==> src/rtl/mux4_reg.sv <==
// Registered 4-to-1 multiplexer with valid, select-echo and change flags.
// Optional even-parity output y_par is enabled by defining MUX_PARITY_EN.
module mux4_reg #(
    parameter int WIDTH = 4
) (
    input  logic             clk,
    input  logic             rst_n,
    input  logic             en,
    input  logic [WIDTH-1:0] a,
    input  logic [WIDTH-1:0] b,
    input  logic [WIDTH-1:0] c,
    input  logic [WIDTH-1:0] d,
    input  logic [1:0]       s,
    output logic [WIDTH-1:0] y,
    output logic             y_valid,
    output logic [1:0]       y_sel,
`ifdef MUX_PARITY_EN
    output logic             y_par,
`endif
    output logic             y_chg
);

    logic [WIDTH-1:0] w_sel;
    logic [WIDTH-1:0] r_y;
    logic [1:0]       r_sel;
    logic             r_valid;
    logic             r_chg;

    always_comb begin
        w_sel = a;
        case (s)
            2'd0:    w_sel = a;
            2'd1:    w_sel = b;
            2'd2:    w_sel = c;
            default: w_sel = d;
        endcase
    end

    // y_chg compares against the value held before this edge; reset clears it to 0.
    always_ff @(posedge clk or negedge rst_n) begin
        if (!rst_n) begin
            r_y     <= '0;
            r_sel   <= '0;
            r_valid <= 1'b0;
            r_chg   <= 1'b0;
        end else if (en) begin
            r_y     <= w_sel;
            r_sel   <= s;
            r_valid <= 1'b1;
            r_chg   <= (w_sel != r_y);
        end else begin
            r_valid <= 1'b0;
            r_chg   <= 1'b0;
        end
    end

`ifdef MUX_PARITY_EN
    logic r_par;

    always_ff @(posedge clk or negedge rst_n) begin
        if (!rst_n)
            r_par <= 1'b0;
        else if (en)
            r_par <= ^w_sel;
    end

    assign y_par = r_par;
`endif

    assign y       = r_y;
    assign y_sel   = r_sel;
    assign y_valid = r_valid;
    assign y_chg   = r_chg;

endmodule

==> config.mk <==
export PLATFORM = sky130hd
export DESIGN_NAME = mux4_reg
export DESIGN_NICKNAME = d
export VERILOG_FILES = /design/src/rtl/mux4_reg.sv
export SDC_FILE = /design/constraint.sdc
export NUM_CORES = 1
export LEC_CHECK = 0
export CORE_AREA = 2 2 39 41
export CTS_CLUSTER_SIZE = 16
export DETAILED_ROUTE_END_ITERATION = 12
export DIE_AREA = 0 0 41 43
export PLACE_DENSITY = 0.73
export SETUP_SLACK_MARGIN = 0.3
export SLEW_MARGIN = 20
export SYNTH_ARGS = -nofsm -noshare
export SYNTH_HDL_FRONTEND = slang
export SYNTH_SLANG_ARGS = --single-unit
export TNS_END_PERCENT = 50
==> constraint.sdc <==
create_clock -name clk -period 1.5 [get_ports clk]
set_input_delay 0.375 -clock clk [delete_from_list [all_inputs] [get_ports clk]]
set_output_delay 0.375 -clock clk [all_outputs]
set_load 0.01 [all_outputs]
==> out/qor.txt <==
status: finished, final reports clean
depth of the worst register-to-register path: 3
Worst EP arrival: 1.55 ns
leak pwr: 0.0003253 uW
Fillers: 137
Worst R2R Start: y[2]
relative slew slack: 76.43%
Post-Place Worst Slack: -0.7990 ns
TritonCTS Sinks: 8
Post-Place Cells: 69
Final Core Density: 49.01%
Worst-Skew Late Latency: 0.25 ns
critical path type: in -> reg
final worst slack: 0.07627 ns
crit share post-route: 94.92%
hold path cells: 2
ratio of cells with drive above 1 in the final layout: 67.80%
Syn Area/Cell: 17.15 sq um
top-area cell type share of the netlist area: 48.63%
Comb power frac: 29.8%
via count: 349
vias per cell: 4.653
Max-Cap Viols: 0
maximum vdd drop: 0.4801 mV
Seq/Total Area, Yosys: 48.63%
pwr dens: 883.6 mW/mm^2
Synth-to-Final Area Change: 64.74%
DRC violations left: 0
Post-synth top cells: 8 x dfrtp_1, 6 x mux2_2, 4 x xor2_1
WL/cell: 12.17 um
CP Max Fanout: 5
layout net count: 82
row cnt: 14
reg2reg setup slack: 0.28 ns
vias in the first global route: 366
clock skew: 0.002346 ns
Max Clk Rate: 0.7024 GHz
CTS tree: done
Mapped Area: 411.6 sq um
gr usage total: 12.86%
Yosys reg bits: 8
P_sw: 154.5 uW
area of the multi-input gates: 207.7 sq um
Worst Hold Class: in -> reg
Setup crit start kind: input pin
RSZ-0062 raised after global routing: yes
top cells by area in the synthesized netlist: dfrtp_1 49%, mux2_2 16%, mux4_2 16%
Port Buf Inserts: 28
library cells used by synthesis: 7
Die X: 41 um
Post-synth EDFFs: 0
Slew Viols, Final: 0
final antenna-violating net count: 0
hold path start: s[0]
fin cells: 75
initial antenna violation count: 0
Worst Tran Pin Value: 0.3524 ns
Critical R2R Capture: y_chg
DR iter-0 viols: 6
Synth Instances: 24
Clock power frac: 27.2%
most common cell in the netlist: dfrtp_1
routability cong.: 0.6846
first-pass iteration count of the detailed router: 2
Core Area: 0.001384 sq mm
CTS Buffer Depth: 2
dominant cell type by area after synthesis: dfrtp_1
count of final setup violators: 0
Clock transition at path regs: 0.05 ns
Overflow after GRT: 0
final WL: 913 um
commonest register cell after synthesis: dfrtp_1
final hold violations: 0
Synthesized Nets: 45
# diodes: 0
total power: 599.2 uW
pin count of the biggest net entering global routing: 9
internal power: 444.8 uW
min Tclk post-route: 1.424 ns
first-pass GRT wire length: 1483 um
CTS Buf Count: 3
worst hold slack: 0.3850 ns
initial cell density of the core: 29.75%
Die Y: 43 um
I/O pin count: 29
async set-reset flop share out of synthesis: 100.0%
die area: 0.001763 sq mm
Clock Tree Root: clkbuf_4
FF+latch area: 200.2 sq um
H-tree levels: 1
Reg power frac: 43.1%
crit path from: s[0]
switching share of power: 25.78%
Critical Path RT: 1.62 ns
crit end category: flip-flop
YS warnings: 0
Worst Hold End: y_sel[0]
flip-flops by register name (all words and copies together) (netlist names):
register / count
y_valid: 1
y_sel: 2
y: 4
y_chg: 1
cells in the final DEF, fill, tap and decap left out:
cell,count
clkbuf_2,10
mux4_2,4
mux2_2,5
dfrtp_1,8
o41a_1,1
buf_2,10
buf_12,1
clkdlybuf4s15_1,3
clkbuf_4,3
clkdlybuf4s50_1,2
mux2_4,1
clkdlybuf4s15_2,1
buf_4,5
xor2_1,4
dlygate4sd2_1,1
power by group through the flow:
stage | Clock, uW | Sequential, uW | Combinational (uW)
floorplan | 0 | 276 | 65.3
global placement | 0 | 265 | 201
detailed placement | 0 | 265 | 202
CTS | 169 | 258 | 179
global route | 179 | 262 | 195
finish | 163 | 258 | 178
layer usage:
layer / GRT usage (%) / vias up / wire (um)
met5: 0 / - / 0
met4: 6.000 / 0 / 0
met3: 4.712 / 0 / 76
met2: 19.69 / 18 / 496
met1: 15.25 / 168 / 340
li1: - / 163 / -
metrics by stage:
stage | area [sq um] | setup TNS [ns]
2_1_floorplan | 407.9 | -0.03907
3_3_place_gp | 719.4 | -2.722
3_5_place_dp | 719.4 | -2.777
4_1_cts | 701.9 | 0
5_1_grt | 678.2 | 0
6_report | 678.2 | 0
worst max-delay path, stage by stage:
cell    delay [ns]
buf_12        0.09
mux4_2        0.51
xor2_1        0.16
o41a_1        0.41
layout make-up:
class	instances	share of cell area, %
repair buffers	33	33.58
flip-flops and latches	8	29.52
multi-input cells	15	30.63
well taps	16	2.952
clock buffers	3	3.321
timing repair:
action	in CTS	in global routing
endpoints found under the setup margin	13	14
pin swaps	3	3
endpoints found under the hold margin	0	0
resized for setup	62	19
buffers inserted	1	2
hold buffers	0	0
cell families after synthesis:
family	after synthesis	synth area share (%)
flip-flops	8	48.63
AO/OA/AOI/OAI	1	2.735
XOR/XNOR	4	8.510
multiplexers	10	39.21
buffers and inverters	1	0.9110
worst max path at each step:
stage                     endpoint
after global placement       y_chg
after CTS                    y_chg
after floorplan              y_chg
final                        y_chg
after detailed placement     y_chg
after global routing         y_chg
No activity file was read; power rests on OpenSTA's default activity.
